`src/rtl/seg_display_arbiter.sv`:
```
// Round-robin arbiter that lends the shared 8-digit seven-segment display to
// one of NUM_REQ debug sources at a time. Each grant holds the display for
// HOLD_CYCLES cycles. The last accepted value stays shown while the arbiter idles.
module seg_display_arbiter #(
  parameter int unsigned NUM_REQ     = 4,
  parameter int unsigned HOLD_CYCLES = 50_000_000,
  parameter logic [31:0] IDLE_VAL    = 32'h0
) (
  input  logic                       clk_in,
  input  logic                       rst_in,
  input  logic [NUM_REQ-1:0]         req_valid_in,
  input  logic [NUM_REQ*32-1:0]      req_val_in,
  output logic [NUM_REQ-1:0]         req_ready_out,
  output logic [31:0]                val_out,
  output logic [$clog2(NUM_REQ)-1:0] owner_out,
  output logic                       busy_out
);

  localparam int unsigned     IdxW    = $clog2(NUM_REQ);
  localparam int unsigned     CntW    = $clog2(HOLD_CYCLES + 1);
  localparam logic [IdxW-1:0] LastIdx = IdxW'(NUM_REQ - 1);
  localparam logic [CntW-1:0] CntLast = CntW'(HOLD_CYCLES - 1);

  typedef enum logic {StIdle, StShow} state_e;

  state_e          state_q, state_d;
  logic [IdxW-1:0] last_q, last_d;
  logic [CntW-1:0] cnt_q, cnt_d;
  logic [31:0]     val_q, val_d;
  logic [IdxW-1:0] owner_q, owner_d;
  logic            busy_q, busy_d;

  logic            win_found;
  logic [IdxW-1:0] win_idx;
  logic [31:0]     cand;

  // Round-robin search starting just after the previous winner, with wrap-around
  always_comb begin
    win_found = 1'b0;
    win_idx   = '0;
    cand      = '0;
    for (int unsigned k = 1; k <= NUM_REQ; k++) begin
      cand = (32'(last_q) + k) % NUM_REQ;
      if (!win_found && req_valid_in[cand[IdxW-1:0]]) begin
        win_found = 1'b1;
        win_idx   = cand[IdxW-1:0];
      end
    end
  end

  // One-hot accept, only while idle; reset blocks any handshake in its cycle
  always_comb begin
    req_ready_out = '0;
    if (state_q == StIdle && win_found && !rst_in) begin
      req_ready_out[win_idx] = 1'b1;
    end
  end

  // Next-state: latch the winner in IDLE, count out the hold in SHOW
  always_comb begin
    state_d = state_q;
    last_d  = last_q;
    cnt_d   = cnt_q;
    val_d   = val_q;
    owner_d = owner_q;
    busy_d  = busy_q;
    unique case (state_q)
      StIdle: begin
        if (win_found) begin
          val_d   = req_val_in[32*win_idx +: 32];
          owner_d = win_idx;
          last_d  = win_idx;
          cnt_d   = '0;
          busy_d  = 1'b1;
          state_d = StShow;
        end
      end
      StShow: begin
        if (cnt_q == CntLast) begin
          cnt_d   = '0;
          busy_d  = 1'b0;
          state_d = StIdle;
        end else begin
          cnt_d = cnt_q + 1'b1;
        end
      end
      default: state_d = StIdle;
    endcase
  end

  // State registers with synchronous reset; requester 0 wins the first search
  always_ff @(posedge clk_in) begin
    if (rst_in) begin
      state_q <= StIdle;
      last_q  <= LastIdx;
      cnt_q   <= '0;
      val_q   <= IDLE_VAL;
      owner_q <= '0;
      busy_q  <= 1'b0;
    end else begin
      state_q <= state_d;
      last_q  <= last_d;
      cnt_q   <= cnt_d;
      val_q   <= val_d;
      owner_q <= owner_d;
      busy_q  <= busy_d;
    end
  end

  assign val_out   = val_q;
  assign owner_out = owner_q;
  assign busy_out  = busy_q;

endmodule
```
`config.mk`:
```
export PLATFORM = sky130hd
export DESIGN_NAME = seg_display_arbiter
export DESIGN_NICKNAME = d
export VERILOG_FILES = /design/src/rtl/seg_display_arbiter.sv
export SDC_FILE = /design/constraint.sdc
export NUM_CORES = 1
export LEC_CHECK = 0
export ABC_AREA = 1
export ABC_CLOCK_PERIOD_IN_PS = 4110
export BUFFER_PORTS_ARGS = -buffer_cell sky130_fd_sc_hd__buf_4
export CORE_MARGIN = 2
export CORE_UTILIZATION = 54
export CTS_CLUSTER_DIAMETER = 150
export DETAILED_ROUTE_END_ITERATION = 8
export PLACE_DENSITY = 0.95
export SLEW_MARGIN = 20
export SYNTH_ARGS = -nofsm -noshare
export SYNTH_HDL_FRONTEND = slang
export SYNTH_SLANG_ARGS = --single-unit
```
`constraint.sdc`:
```
create_clock -name clk_in -period 4.11 [get_ports clk_in]
set_clock_uncertainty 0.1 [all_clocks]
set_input_delay 0.6165 -clock clk_in [delete_from_list [all_inputs] [get_ports clk_in]]
set_output_delay 0.6165 -clock clk_in [all_outputs]
set_load 0.05 [all_outputs]
```
## Word level (Yosys, flattened, before mapping)

Index checks and enable logic that the tools add are counted.

- Reduce and logical (&&, ||, !) cells: 12
- Add/sub/neg operators: 5
- Muxes and demuxes: 28
- Bitwise logic cells: 1
- Shift-type cells: 1
- Order comparisons: 6
- Equal/unequal tests: 3

Operator list:

| operator | number |
|---|---|
| $shiftx 128x8->32 | 1 |
| $mux 26 | 2 |
| $pmux 26 s2 | 1 |
| $add 26x1->26 const B | 1 |
| $eq 26x26->1 const B | 1 |
| $lt 2x3->1 const B | 5 |
| $mux 1 | 13 |
| $bmux 1 s2 | 4 |
| $mux 2 | 4 |
| $logic_and 1x1->1 | 6 |
| $add 2x1->2 const B | 2 |
| $add 2x2->2 const B | 2 |
| $logic_not 1->1 | 4 |
| $mux 4 | 1 |
| $pmux 1 s2 | 2 |
| $reduce_and 2->1 | 2 |
| $demux 1 s2 | 1 |
| $ge 2x1->1 const B | 1 |
| $ne 2x1->1 const B | 1 |
| $ne 2x2->1 const B | 1 |
| $not 1->1 | 1 |

- Bits in registers: 64
- Logic and storage cells: 62
- Bits of input ports: 134

## Longest topological paths before layout

Gate-level depths: netlist of the first run.

- Depth after elaboration: 18
- Depth in mapped cells: 18
- Gate-level depth less buffers: 15

## Worst setup path after synthesis of the first run

Ideal clock, no wire load.

- Kind: input-to-output
- Start: input port req_valid_in[3]
- End: output port req_ready_out[2]
- Stages on the path: 12
- Data required time: 3.394 ns
- Slack: 0.793 ns
- Arrival time: 2.600 ns
- Path buffers: 1
- Path through: nand2_1 nand2_1 nand2_2 nand2_2 nor2_4 nand3_1 nand2_1 inv_1 nand2_2 inv_2 buf_2 nor3_1

- Word-level cells in the longest chain between the ends: 17
- Elaborated cells between the ends (all ways): 30
- Classes of those cells: order compare: 2; mux: 19; reduce/logical: 9

Ends and longest elaborated chain:

| what | RTL line | source |
|---|---|---|
| start, declared | 11 | `input logic [NUM_REQ-1:0] req_valid_in,` |
| $bmux 1 s2 | 44 | `if (!win_found && req_valid_in[cand[IdxW-1:0]]) begin` |
| $mux 1 (implied by the code) | 44 |  |
| $mux 1 | 44 |  |
| $logic_not 1->1 | 44 |  |
| $logic_and 1x1->1 | 44 |  |
| $mux 1 | 44 |  |
| $logic_not 1->1 | 44 |  |
| $logic_and 1x1->1 | 44 |  |
| $mux 1 | 44 |  |
| $logic_not 1->1 | 44 |  |
| $logic_and 1x1->1 | 44 |  |
| $mux 2 | 44 |  |
| $lt 2x3->1 (implied by the code) / $ge 2x1->1 (equally long branches) | 55 | `req_ready_out[win_idx] = 1'b1;` |
| $logic_and 1x1->1 (implied by the code) | 55 |  |
| $mux 1 (implied by the code) | 55 |  |
| $demux 1 s2 | 55 |  |
| $mux 4 (*) | 54 | `if (state_q == StIdle && win_found && !rst_in) begin` |
| end, declared | 13 | `output logic [NUM_REQ-1:0] req_ready_out,` |

Mark *: on every way between the ends. The rest lies on a longest branch, timed or not. The select of a mux whose other input is x is not followed.

## Worst setup path after layout of the first run

- Start: register last_q[0]
- End: output port req_ready_out[3]

- Word-level cells in the longest chain between the ends: 18
- Elaborated cells between the ends (all ways): 34
- Classes of those cells: add/sub: 4; order compare: 2; mux: 19; reduce/logical: 9

Ends and longest elaborated chain:

| what | RTL line | source |
|---|---|---|
| start, declared | 27 | `logic [IdxW-1:0] last_q, last_d;` |
| start signal, assigned | 95 | `last_q <= LastIdx;` |
| start signal, assigned | 102 | `last_q <= last_d;` |
| $add 2x1->2 | 43 | `cand = (32'(last_q) + k) % NUM_REQ;` |
| $bmux 1 s2 | 44 |  |
| $mux 1 (implied by the code) | 44 |  |
| $mux 1 | 44 |  |
| $logic_not 1->1 | 44 |  |
| $logic_and 1x1->1 | 44 |  |
| $mux 1 | 44 |  |
| $logic_not 1->1 | 44 |  |
| [2 not listed] | -- |  |
| $logic_not 1->1 | 44 |  |
| $logic_and 1x1->1 | 44 |  |
| $mux 2 | 44 |  |
| $lt 2x3->1 (implied by the code) / $ge 2x1->1 (equally long branches) | 55 |  |
| $logic_and 1x1->1 (implied by the code) | 55 |  |
| $mux 1 (implied by the code) | 55 |  |
| $demux 1 s2 | 55 |  |
| $mux 4 (*) | 54 |  |

Marks and branches as above.

==> reports/summary.md, run 1 <==
The flow ran to the end, and the final reports show no timing, DRC or antenna violations. The tools report the type of element capturing the critical path as an output port. The placed wire-length estimate is 9.50 mm, and the number of H-tree branching levels is 3. Of all nets on the critical path, the largest fanout is 34.

Kind of critical path: register to output port. Multiplexer cells account for 0% of the synthesized area. The run gives 13.1 mm as the total length of routed wires. Across all layers, the routed design uses 5247 vias.

Slew at the pin with the worst max-slew slack: 0.765 ns. The pre-antenna-repair detailed-routing pass consisted of 5 iterations. The most common library cell in the layout ignoring fill and taps was sky130_fd_sc_hd__nand2_1. Routed via count divided by cell count: 5.08. Summing the areas of all xor and xnor instances in the mapped netlist gives 1.59% of the synthesized area. The type of element launching the critical path was a register. A synthesized cell averages 5.67 sq um. In the layout the commonest cells are 306 x sky130_fd_sc_hd__nand2_1, 177 x sky130_fd_sc_hd__buf_4, 111 x sky130_fd_sc_hd__nand3_1, 88 x sky130_fd_sc_hd__nor2_1, 72 x sky130_fd_sc_hd__inv_1. The initial core utilization came out at 56.6%.

In this run the worst hold path is classified as register to register. In this run the standard cell core region covers 7810 sq um. The height of the chip was 94.4 um; the clock latency on the worst-skew pair was 0.34 ns. The tools report the wire length of the first global-routing pass as 20.9 mm. In this run, post-CTS repair resized a total of 0 instances.

After Yosys synthesis, and, or, nand and nor cells account for 51.1% of the synthesized area. Die width: 94.4 um. The maximum vdd drop was 0.678 mV; the mean routed wirelength per cell was 12.7 um. Static timing analysis puts the maximum clock frequency at 322 MHz. The run gives 9 as the TritonCTS buffer count. The final-report max-slew violation count is 0. After synthesis the netlist holds a flip-flop and latch count of 64. The compound-cell area share of the yosys netlist is 5.78%. The number of ports placed on the die boundary is 173, and the proportion of synthesized chip area in sequential cells is 29.0%. The tools report the initial antenna violation count as 0. The most used flip-flop cell after synthesis is sky130_fd_sc_hd__dfxtp_1.

The logs give 0 for the total count of hold-check failures in the final report and 28 for the number of distinct library cells after synthesis. For this design the static power due to leakage is 3.16 nW. The overall power consumption came out at 4.74 mW. Counting flops with an async set or reset pin after synthesis yields a share of 0%.

After detailed placement, the design holds a cell count of 1017. Number of DRC violations after detailed routing: 0. The required time reported for the critical path endpoint is 3.39 ns. In this run the cell area measured after placement is 5630 sq um. The number of fill cells is 631, and the number of port buffers is 172.

Measured against its own limit, the worst slew margin works out to 48.9%. The utilization after layout came out at 74.3%. Clock-pin slew was measured on the worst setup and hold paths at 0.07 ns.

The share of final-layout standard cells stronger than drive strength 1 was 22.8%. In the global route stage, overall resource usage came out at 29.2%. The tools report the number of endpoints failing setup at the final stage as 0. The number of enable-type register cells in the synthesized netlist works out to 0. Counting every net in the synthesized netlist gives 914.

For the total grt overflow, the log shows 0. The adder and majority gate portion of the synthesized area is 0.283%. Setup repair after global routing left no endpoint under its margin. The logs give 5800 sq um for the cell area after layout and 1061 for the number of nets in the layout. The Yosys step of the flow raised 0 warnings. Clock tree synthesis selected as its root buffer the cell sky130_fd_sc_hd__clkbuf_8. TritonCTS built the clock tree. After layout, the minimum clock period comes to 3.11 ns.

The run gives 284 as the first-iteration detailed-routing DRC count. The number of clock sinks is 64, and the number of buffers inserted by hold repair at cts is 0. The congestion estimate from routability-driven global placement came to 0.931. The final critical-path share of the clock period came out at 75.6%.

Synthesis handed over a netlist of 779 instances. Setup total negative slack on the finished layout was measured at 0 ns. Data arrives at the worst endpoint at 2.39 ns. The largest buffer count on any clock path is 2. After the flow finishes, the layout carries non-filler instances totaling 1033. The total standard cell area after synthesis is 4420 sq um, and the signed area change from the synthesized netlist to the final layout is 31.3%. For the largest net degree at the start of global routing, the log shows 65. The count of buffers added by post-CTS timing repair for setup is 0, and the max-cap check violation count is 0. The number of global-route vias before repair is 4616, and the total power per unit cell area is 818 nW/um^2.

The number of diodes added for antenna fixing came out at 0. The area of the die is 8920 sq um. Floorplan row count: 32. The combinational family with the most area after synthesis was simple AND/OR/NAND/NOR gates.

Number of nets with antenna violations after routing: 0.
-- worst max-delay path, cell delays in order, from the launching register on --
cell	delay, ns
sky130_fd_sc_hd__dfxtp_1	0.47
sky130_fd_sc_hd__inv_2	0.15
sky130_fd_sc_hd__nand2_1	0.08
sky130_fd_sc_hd__nand2_1	0.06
sky130_fd_sc_hd__nand2_1	0.10
sky130_fd_sc_hd__nand2_2	0.09
sky130_fd_sc_hd__nor2_4	0.15
sky130_fd_sc_hd__nand3_1	0.09
sky130_fd_sc_hd__nand2_1	0.07
sky130_fd_sc_hd__inv_1	0.04
sky130_fd_sc_hd__nand2_2	0.06
sky130_fd_sc_hd__inv_2	0.22
sky130_fd_sc_hd__nor3_1	0.23
sky130_fd_sc_hd__buf_4	0.23
-- sequential cells by signal, indices dropped and copies added, names as in the netlist --
name	cells
owner_out	2
cnt_q	26
busy_out	1
val_out	32
last_q	2
state_q	1
-- cells in the mapped netlist, types with 4 or more instances --
cell,count,area share [%]
sky130_fd_sc_hd__nor2_1,88,7.5
sky130_fd_sc_hd__nand2_1,307,26
sky130_fd_sc_hd__inv_1,72,6.1
sky130_fd_sc_hd__buf_6,5,1.3
sky130_fd_sc_hd__nor3_1,11,1.2
sky130_fd_sc_hd__inv_2,7,0.60
sky130_fd_sc_hd__o211ai_1,4,0.68
sky130_fd_sc_hd__dfxtp_1,64,29
sky130_fd_sc_hd__clkbuf_1,7,0.60
sky130_fd_sc_hd__buf_4,6,1.0
sky130_fd_sc_hd__o22ai_1,5,0.71
sky130_fd_sc_hd__xor2_1,8,1.6
sky130_fd_sc_hd__o21ai_0,17,1.9
sky130_fd_sc_hd__a21oi_1,13,1.5
sky130_fd_sc_hd__nand2_2,9,1.3
sky130_fd_sc_hd__buf_2,23,2.6
sky130_fd_sc_hd__nand4_1,7,0.99
sky130_fd_sc_hd__nand3_1,111,13
sky130_fd_sc_hd__nor4_1,5,0.71
-- logic make-up (layout without fill, tap and decap cells) --
group / count (synthesis) / after routing
and+or+nand+nor: 541 / 541
DFF: 64 / 64
adders and majority gates: 1 / 1
buffers and inverters: 120 / 272
xor gates and xnor gates: 8 / 8
AOI/OAI and AO/OA: 45 / 45
-- path summary, 6_finish.rpt --
kind / start / slack, ns / depth (start not counted) / end
setup reg to reg: last_q[0]$_SDFFE_PP1P_ / 1.43 / 13 / val_out[3]$_SDFFE_PP0P_
hold / removal: cnt_q[23]$_SDFFE_PP0P_ / 0.37 / 2 / cnt_q[23]$_SDFFE_PP0P_
setup / recovery: last_q[0]$_SDFFE_PP1P_ / 1.00 / 13 / req_ready_out[3]
hold reg to reg: cnt_q[23]$_SDFFE_PP0P_ / 0.37 / 2 / cnt_q[23]$_SDFFE_PP0P_
-- cell type report --
cell class	instances	area [sq um]	share of cell area [%]
sequential	64	1280	22.1
inverter	79	297	5.11
multi-input combinational	595	2600	44.8
tap	102	128	2.20
timing repair buffer	177	1330	22.9
clock inverter	4	20.0	0.345
clock buffer	12	145	2.50
-- stage by stage --
step | setup WS (ns) | hold slack (ns)
2_1_floorplan | 0.793 | 0.339
3_3_place_gp | 1.31 | 0.345
3_5_place_dp | 1.27 | 0.352
4_1_cts | 1.02 | 0.367
5_1_grt | 0.784 | 0.390
6_report | 1.00 | 0.367
-- layer usage --
metal	track usage, %	share of wire, %	up-vias	routed length (um)
li1	-	-	2733	-
met1	34.3	40	2302	5280
met2	51.5	49	182	6430
met3	7.18	7.6	30	988
met4	10.5	2.9	0	376
met5	0	0	-	0
-- report_power, final --
group,total [mW],switching (mW),internal (mW)
logic,3.39,2.36,1.03
registers,0.878,0.0988,0.779
clock network,0.474,0.243,0.232
Power figures use the tool's default switching activity.
==> run 2, diff against run 1 <==
--- a/config.mk
+++ b/config.mk
@@ -6,13 +6,13 @@
 export NUM_CORES = 1
 export LEC_CHECK = 0
 export ABC_AREA = 1
-export ABC_CLOCK_PERIOD_IN_PS = 4110
+export ABC_CLOCK_PERIOD_IN_PS = 2500
 export BUFFER_PORTS_ARGS = -buffer_cell sky130_fd_sc_hd__buf_4
 export CORE_MARGIN = 2
-export CORE_UTILIZATION = 54
+export CORE_UTILIZATION = 45
 export CTS_CLUSTER_DIAMETER = 150
 export DETAILED_ROUTE_END_ITERATION = 8
-export PLACE_DENSITY = 0.95
+export PLACE_DENSITY = 0.9
 export SLEW_MARGIN = 20
 export SYNTH_ARGS = -nofsm -noshare
 export SYNTH_HDL_FRONTEND = slang
==> constraint.sdc (replaced) <==
create_clock -name clk_in -period 2.5 [get_ports clk_in]
set_clock_uncertainty 0.1 [all_clocks]
set_input_delay 0.375 -clock clk_in [delete_from_list [all_inputs] [get_ports clk_in]]
set_output_delay 0.375 -clock clk_in [all_outputs]
set_load 0.05 [all_outputs]
==> run 2 against run 1 <==
Against the previous run: the flow now finishes with violations (setup timing); power up 81%; critical endpoint unchanged; via count up 3.1%; routed wire length up 5.9%; register-to-register slack worse by 1.3 ns; setup slack worse by 1.0 ns; largest power group unchanged; non-clock buffer count up 15; sequential share of layout area down 1.1 points; highest routed layer unchanged; cell count up 4.5%; die area up 19%; critical path depth down 2; worst hold slack worse by 0.065 ns; first-iteration DRC count up 40%.
==> reports/summary.md, run 2 (synthesis gave the netlist of run 1 again) <==
Walking the worst path, the cells encountered are inv_6 > nand2_2 > nand2_2 > nand2_2 > nand2_4 > nor2_4 > nand4_1 > nand2_4 > inv_4 > nor3_4 > buf_6. The total power per unit cell area was 1400 nW/um^2 (+71%). For the worst path arrival time, the log shows 2.03 ns (-0.36 ns). Slew at the pin with the worst max-slew slack: 0.666 ns (-0.0987 ns). The tools report the cell area reported after detailed placement as 5750 sq um (+2.1%).

TritonCTS built the clock tree. Area of the die: 10600 sq um (+19%). The clock latency on the worst-skew pair was 0.35 ns (about the same).

Sum of met3 wire segment lengths after detailed routing: 879 um (-11%). The library cells used most frequently in the layout, excluding fill and tap cells, are 295 x sky130_fd_sc_hd__nand2_1, 187 x sky130_fd_sc_hd__buf_4, 110 x sky130_fd_sc_hd__nand3_1, 87 x sky130_fd_sc_hd__nor2_1, 70 x sky130_fd_sc_hd__inv_1. The flip-flop count of the largest register after layout was 32 (unchanged).

The required time reported for the critical path endpoint is 2.03 ns (-1.36 ns). The routed design could run at a clock period as short as 2.51 ns. STA classifies the critical path startpoint as a register. The tools report the destination of the worst register-to-register timing path as val_out[20]$_SDFFE_PP0P_.

The number of clock sinks was 64 (unchanged). The total via count after detailed routing came out at 5410 (+3.1%). The final-report max-slew violation count was 0 (unchanged); the placed wire-length estimate was 9.77 mm (+2.8%).

The mean routed wirelength per cell was 12.8 um (+1.4%). Setup repair after global routing could not meet its margin everywhere. The detailed route wirelength on metal2 came out at 6.90 mm (+7.2%). The highest layer touched by signal routing is met4.

The logs give 0 (unchanged) for the number of diodes added for antenna fixing and 69 (+6.2%) for the largest net degree at the start of global routing. Number of H-tree branching levels: 3 (unchanged). The number of nets with antenna violations after routing came out at 0 (unchanged). The number of ports placed on the die boundary was 173 (unchanged). The logs give 398 (+40%) for the first-iteration detailed-routing DRC count and 5.71 mm (+8.1%) for the met1 layer wirelength in the final routing. In this run the worst setup path terminates at req_ready_out[3].

The number of cells traversed by the worst register-to-register path is 16 (+3), and the TritonCTS buffer count is 9 (unchanged). The delay of the slowest critical-path stage is 0.40 ns (-0.07 ns). The library cell used most frequently in the layout, excluding fill and tap cells, is sky130_fd_sc_hd__nand2_1. The final critical-path share of the clock period was 100%; the cell area after layout was 6150 sq um (+6.0%). The max-cap check violation count was 0 (unchanged). The upper clock frequency limit was 398 MHz; the total grt overflow was 0 (unchanged). The number of port buffers is 172 (unchanged). In this run the critical register-to-register path is launched from last_q[0]$_SDFFE_PP1P_.

The number of global-route vias before repair came out at 4759 (+3.1%). The total iterations of the first detailed-routing run was 5 (unchanged). The final reports fail on setup timing. The type of element capturing the critical path was an output port. The worst path buffer plus inverter count was 3 (-1). The routed via count divided by cell count works out to 5.01 (-1.3%). The number of DRC violations after detailed routing was 0 (unchanged). The number of cells on the critical path works out to 11 (-2). The run gives 0.908 (-2.4%) as the placer congestion estimate.

The kind of path behind the tightest hold check is input port to register. The leakage power of the design was 3.28 nW (+3.6%). The launching element of the worst setup path was last_q[0]$_SDFFE_PP1P_. The total count of hold-check failures in the final report came out at 0 (unchanged). The final hold slack is 0.302 ns (-0.0650 ns), and the relative slew slack is 55.6% (+6.7 points). Clock edge transition at the registers on the reported setup and hold paths: 0.07 ns (about the same). In this design, the largest share of critical-path delay is due to simple AND/OR/NAND/NOR gates. The logs give 13.8 mm (+5.9%) for the total length of routed wires and 45.8% (-11 points) for the initial core utilization. The tree is rooted in a sky130_fd_sc_hd__clkbuf_8. The number of buffers inserted by hold repair at cts is 0 (unchanged), and the largest buffer count on any clock path is 2 (unchanged). The run finished, with violations left. The minimum setup slack among reg-to-reg paths was 0.18 ns (-1.25 ns); the number of fill cells was 924 (+46%).

The die width was 103 um (+9.1%). For this design, the slowest cell found on the critical path is sky130_fd_sc_hd__dfxtp_4. The core area came out at 9640 sq um (+23%). Number of nets in the layout: 1076 (+1.4%). The logs give 1.04 mV (+54%) for the maximum vdd drop and 36 (+13%) for the floorplan row count. The tools report the number of endpoints failing setup at the final stage as 1 (+1). The biggest fanout along the worst timing path was 8 (-76%).

The initial antenna violation count was 0 (unchanged); the height of the chip was 103 um (+9.1%). The share of final-layout standard cells stronger than drive strength 1 works out to 26.4% (+3.7 points). The hold path startpoint was req_val_in[68]. The wire length of the first global-routing pass was 21.5 mm (+2.9%); the aggregate global-route resource usage was 25.5% (-3.7 points). The signed area change from the synthesized netlist to the final layout came out at 39.2%. Worst setup slack after layout: -0.00990 ns (-1.01 ns). The kind of critical path is register to output port. The most numerous cell on the critical path is sky130_fd_sc_hd__nand2_2.
==> run 2: cell types whose count changed in the layout (fill, tap and decap cells not counted), moves of 4 or more <==
cell,change
sky130_fd_sc_hd__inv_4,+4
sky130_fd_sc_hd__buf_6,+4
sky130_fd_sc_hd__nand2_1,-11
sky130_fd_sc_hd__nand2_2,+8
sky130_fd_sc_hd__nor3_1,-4
sky130_fd_sc_hd__buf_4,+10
==> run 2: final cells by class <==
cell class	count	area [sq um]	share of cell area (%)
Clock buffer	9	124	2.01
Clock inverter	7	96.3	1.57
Sequential cell	64	1290	21.0
Inverter	79	312	5.07
Tap cell	133	166	2.71
Multi-Input combinational cell	595	2690	43.8
Timing Repair Buffer	192	1470	23.9
==> run 2: metal layers <==
metal  vias up  global-route usage (%)
met2       187                    43.0
met4         0                    9.41
met1      2422                    32.0
li1       2767                       -
met3        34                    5.36
met5         -                       0
==> run 2: how the worst min path moves through the flow <==
| stage | end | slack (ns) | cells past startpoint |
|---|---|---|---|
| final | val_out[4]$_SDFFE_PP0P_ | 0.30 | 7 |
| after global routing | val_out[8]$_SDFFE_PP0P_ | 0.32 | 7 |
| after CTS | val_out[9]$_SDFFE_PP0P_ | 0.30 | 7 |
| after detailed placement | cnt_q[23]$_SDFFE_PP0P_ | 0.35 | 2 |
| after global placement | cnt_q[23]$_SDFFE_PP0P_ | 0.35 | 2 |
| after floorplan | cnt_q[23]$_SDFFE_PP0P_ | 0.34 | 2 |
==> run 2: worst register-to-register path, delay by kind of cell (launching register included) <==
family | cells | cell delay (ns)
simple gates | 12 | 1.16
buf+inv | 4 | 0.62
flops | 1 | 0.40
==> run 2: power breakdown <==
group          total (mW)  internal (mW)  switching [mW]  leakage (nW)
sequential           1.46           1.29           0.174         0.526
clock               0.992          0.560           0.431         0.101
combinational        6.14           2.00            4.15          2.65
total                8.60           3.84            4.75          3.28
==> run 2: per-stage QoR <==
| stage | setup TNS, ns | cells | power (mW) | setup WS (ns) | utilization [%] |
|---|---|---|---|---|---|
| after floorplan | -0.224 | 779 | 6.04 | -0.0610 | - |
| after global placement | 0 | 1054 | 7.13 | 0.265 | 59.6 |
| after detailed placement | 0 | 1054 | 7.17 | 0.177 | 59.6 |
| after CTS | -0.00631 | 1070 | 8.22 | -0.00631 | 62.2 |
| after global routing | -0.311 | 1079 | 9.40 | -0.123 | 63.8 |
| final | -0.00990 | 1079 | 8.60 | -0.00990 | 63.8 |
==> run 2: what timing repair did <==
item	in CTS	in global routing
buffers inserted	0	9
pin swaps	1	16
resized for setup	10	27
endpoints found under the setup margin	4	5
hold endpoints to repair	0	0
==> run 3, diff against run 2 <==
--- a/config.mk
+++ b/config.mk
@@ -13,6 +13,7 @@
 export CTS_CLUSTER_DIAMETER = 150
 export DETAILED_ROUTE_END_ITERATION = 8
 export PLACE_DENSITY = 0.9
+export SETUP_SLACK_MARGIN = 0.5
 export SLEW_MARGIN = 20
 export SYNTH_ARGS = -nofsm -noshare
 export SYNTH_HDL_FRONTEND = slang
==> run 3 against run 2 <==
Against the previous run: the flow still finishes with violations (setup timing); clock power fell by 12%; critical path depth unchanged; sequential share of layout area is 1.7 points lower.
==> reports/summary.md, run 3 (synthesis gave the netlist of run 1 again) <==
The initial core utilization came out at 45.8% (unchanged). The leakage power of the design was 3.54 nW (+8.0%); the total iterations of the first detailed-routing run was 5 (unchanged). The tools report the wire length of the first global-routing pass as 23.1 mm (+7.4%). The clock root buffer master was sky130_fd_sc_hd__clkbuf_8. The final-report max-slew violation count was 0 (unchanged).

The number of ports placed on the die boundary came out at 173 (unchanged). The tools report the initial antenna violation count as 0 (unchanged). The core area was 9640 sq um (unchanged); the final hold slack was 0.145 ns (-0.156 ns). Setup repair after global routing could not meet its margin everywhere. The run gives 10600 sq um (unchanged) as the area of the die. The worst hold path begins at rst_in. Height of the chip: 103 um (unchanged). The number of global-route vias before repair was 4909 (+3.2%); the number of nets in the layout was 1103 (+2.5%).

Number of DRC violations after detailed routing: 0 (unchanged). The clock period minus final worst setup slack was 2.53 ns (+0.0154 ns); the worst setup slack after layout was -0.0253 ns (-0.0154 ns). The number of clock sinks was 64 (unchanged); the die width was 103 um (unchanged). The run gives 1.08 mV (+3.6%) as the maximum vdd drop. Relative slew slack: 67.5% (+12 points).

The tools report the destination of the worst register-to-register timing path as val_out[4]$_SDFFE_PP0P_. The logs give 0.150 ns (-0.0268 ns) for the pre-CTS setup slack and 9 (unchanged) for the TritonCTS buffer count. The startpoint identified for the worst register-to-register timing path is last_q[0]$_SDFFE_PP1P_. The clock latency on the worst-skew pair is 0.35 ns (about the same). The mean routed wirelength per cell is 15.0 um (+17%). The tools report the number of diodes added for antenna fixing as 0 (unchanged).

The biggest fanout along the worst timing path is 7 (-1), and the number of buffers inserted by hold repair at cts is 0 (unchanged). Delay of the slowest critical-path stage: 0.41 ns (about the same). The kind of critical path was register to output port. TritonCTS built the clock tree. The total via count after detailed routing was 5781 (+6.9%). The worst path arrival time was 2.05 ns (+0.02 ns); the first-iteration detailed-routing DRC count was 291 (-27%). The tools report the overall power consumption as 10.2 mW (+19%).

On the critical path, the stage with the largest delay is an instance of sky130_fd_sc_hd__dfxtp_4. The flip-flop count of the largest register after layout works out to 32 (unchanged). Total grt overflow: 0 (unchanged).

The floorplan row count is 36 (unchanged), and the placed wire-length estimate is 9.91 mm (+1.4%). Largest net degree at the start of global routing: 65 (-5.8%). The tools report the type of element launching the critical path as a register. The signed area change from the synthesized netlist to the final layout works out to 52.1%. The final critical-path share of the clock period came out at 101% (+0.62 points).

STA classifies the critical path endpoint as an output port. The run gives 0.04 ns (-0.14 ns) as the minimum setup slack among reg-to-reg paths. The share of final-layout standard cells stronger than drive strength 1 was 32.4% (+5.9 points).

The placer congestion estimate was 0.929 (+2.3%). Clock edge transition at the registers on the reported setup and hold paths: 0.07 ns (about the same). Cell area after layout: 6720 sq um (+9.3%). The flow ran to the end, but the final reports show violations. Max-cap check violation count: 0 (unchanged).

The number of cells traversed by the worst register-to-register path came out at 19 (+3). The final reports fail on setup timing. The logs give 16.6 mm (+20%) for the total length of routed wires and 2.03 ns (about the same) for the required time reported for the critical path endpoint.

Leaving out fill and tap cells, the most frequent cell in the layout is sky130_fd_sc_hd__nand2_1. The number of H-tree branching levels was 3 (unchanged). The total count of hold-check failures in the final report is 0 (unchanged). The run gives 839 (-9.2%) as the number of fill cells. In the layout the commonest cells are 278 x sky130_fd_sc_hd__nand2_1, 196 x sky130_fd_sc_hd__buf_4, 107 x sky130_fd_sc_hd__nand3_1, 77 x sky130_fd_sc_hd__nor2_1, 68 x sky130_fd_sc_hd__inv_1. The tools report the endpoint with the worst hold slack as owner_out[0]$_SDFFE_PP0P_.

The total power per unit cell area came out at 1520 nW/um^2 (+8.7%). The most numerous cell on the critical path was sky130_fd_sc_hd__nand2_2. The kind of path behind the tightest hold check is input port to register. The aggregate global-route resource usage came out at 27.4% (+2.0 points).

The number of port buffers came out at 172 (unchanged). The slew at the pin with the worst max-slew slack is 0.488 ns (-0.178 ns). Cell area reported after detailed placement: 5820 sq um (+1.3%). The largest buffer count on any clock path is 2 (unchanged), and the number of nets with antenna violations after routing is 0 (unchanged). Traced cell by cell, the critical path runs through inv_8 > nand2_2 > nand2_2 > nand2_2 > nand2_4 > nor2_4 > nand3_2 > nand2_2 > nand2_4 > nor3_4 > buf_6. The routed via count divided by cell count came out at 5.23 (+4.2%). The worst hold path depth was 2 (-5); the upper clock frequency limit was 396 MHz (-0.61%). For the number of endpoints failing setup at the final stage, the log shows 2 (+1).
## run 3: changes by cell type in the layout (fill, tap and decap cells not counted), moves of 3 or more
cell                        before  now
sky130_fd_sc_hd__buf_12          1    6
sky130_fd_sc_hd__buf_4         187  196
sky130_fd_sc_hd__buf_6           4   10
sky130_fd_sc_hd__clkbuf_16       0    5
sky130_fd_sc_hd__nand2_1       295  278
sky130_fd_sc_hd__nand2_2        18   29
sky130_fd_sc_hd__nand2_4         3    9
sky130_fd_sc_hd__nand3_1       110  107
sky130_fd_sc_hd__nand3_2         2    5
sky130_fd_sc_hd__nor2_1         87   77
sky130_fd_sc_hd__nor2_2          0    6
sky130_fd_sc_hd__nor2_4          2    6
## run 3: final cells by class
cell class / instances / area, sq um / area share (%)
tap: 133 / 166 / 2.48
inverter: 79 / 322 / 4.79
timing repair buffer: 219 / 1880 / 28.0
multi-input combinational: 595 / 2870 / 42.7
clock inverter: 6 / 60.1 / 0.894
clock buffer: 10 / 128 / 1.90
sequential: 64 / 1290 / 19.2
## run 3: routing by layer
metal  wire length (um)  global-route usage [%]  vias to the layer above
met2               8250                    47.3                      294
met4                456                    8.70                        0
met1               6350                    32.8                     2614
met3               1530                    8.14                       47
met5                  0                       0                        -
li1                   -                       -                     2826
## run 3: where the power goes
| part | switching [mW] | leakage, nW | internal [mW] | total, mW |
|---|---|---|---|---|
| clock network | 0.420 | 0.0920 | 0.455 | 0.875 |
| logic | 4.87 | 2.92 | 3.00 | 7.87 |
| registers | 0.170 | 0.526 | 1.29 | 1.46 |
## run 3: through the flow
| stage | TNS [ns] | util, % | cells |
|---|---|---|---|
| detailed placement | 0 | 60.4 | 1056 |
| floorplan | 0 | - | 779 |
| CTS | 0 | 64.8 | 1083 |
| global route | -1.77 | 69.7 | 1106 |
| finish | -0.0338 | 69.7 | 1106 |
| global placement | 0 | 60.4 | 1056 |
## run 3: worst max-delay path: cells and delay by family, from the launching register on
kind / cells / cell delay, ns
buffers and inverters: 2 / 0.24
flip-flops: 1 / 0.41
AND/OR/NAND/NOR: 9 / 1.05
## run 3: worst max path at each step
| stage | start | endpoint | slack [ns] |
|---|---|---|---|
| floorplan | last_q[1]$_SDFFE_PP1P_ | req_ready_out[2] | 0.16 |
| global placement | last_q[0]$_SDFFE_PP1P_ | req_ready_out[3] | 0.22 |
| detailed placement | last_q[0]$_SDFFE_PP1P_ | req_ready_out[2] | 0.15 |
| CTS | last_q[0]$_SDFFE_PP1P_ | req_ready_out[2] | 0.1 |
| global route | last_q[0]$_SDFFE_PP1P_ | req_ready_out[1] | -0.13 |
| finish | last_q[0]$_SDFFE_PP1P_ | req_ready_out[3] | -0.03 |
## run 3: timing repair
| item | CTS | global route |
|---|---|---|
| setup buffers | 10 | 16 |
| endpoints found under the setup margin | 49 | 58 |
| gates cloned | 1 | 7 |
| pin swaps | 21 | 22 |
| resized for setup | 42 | 61 |
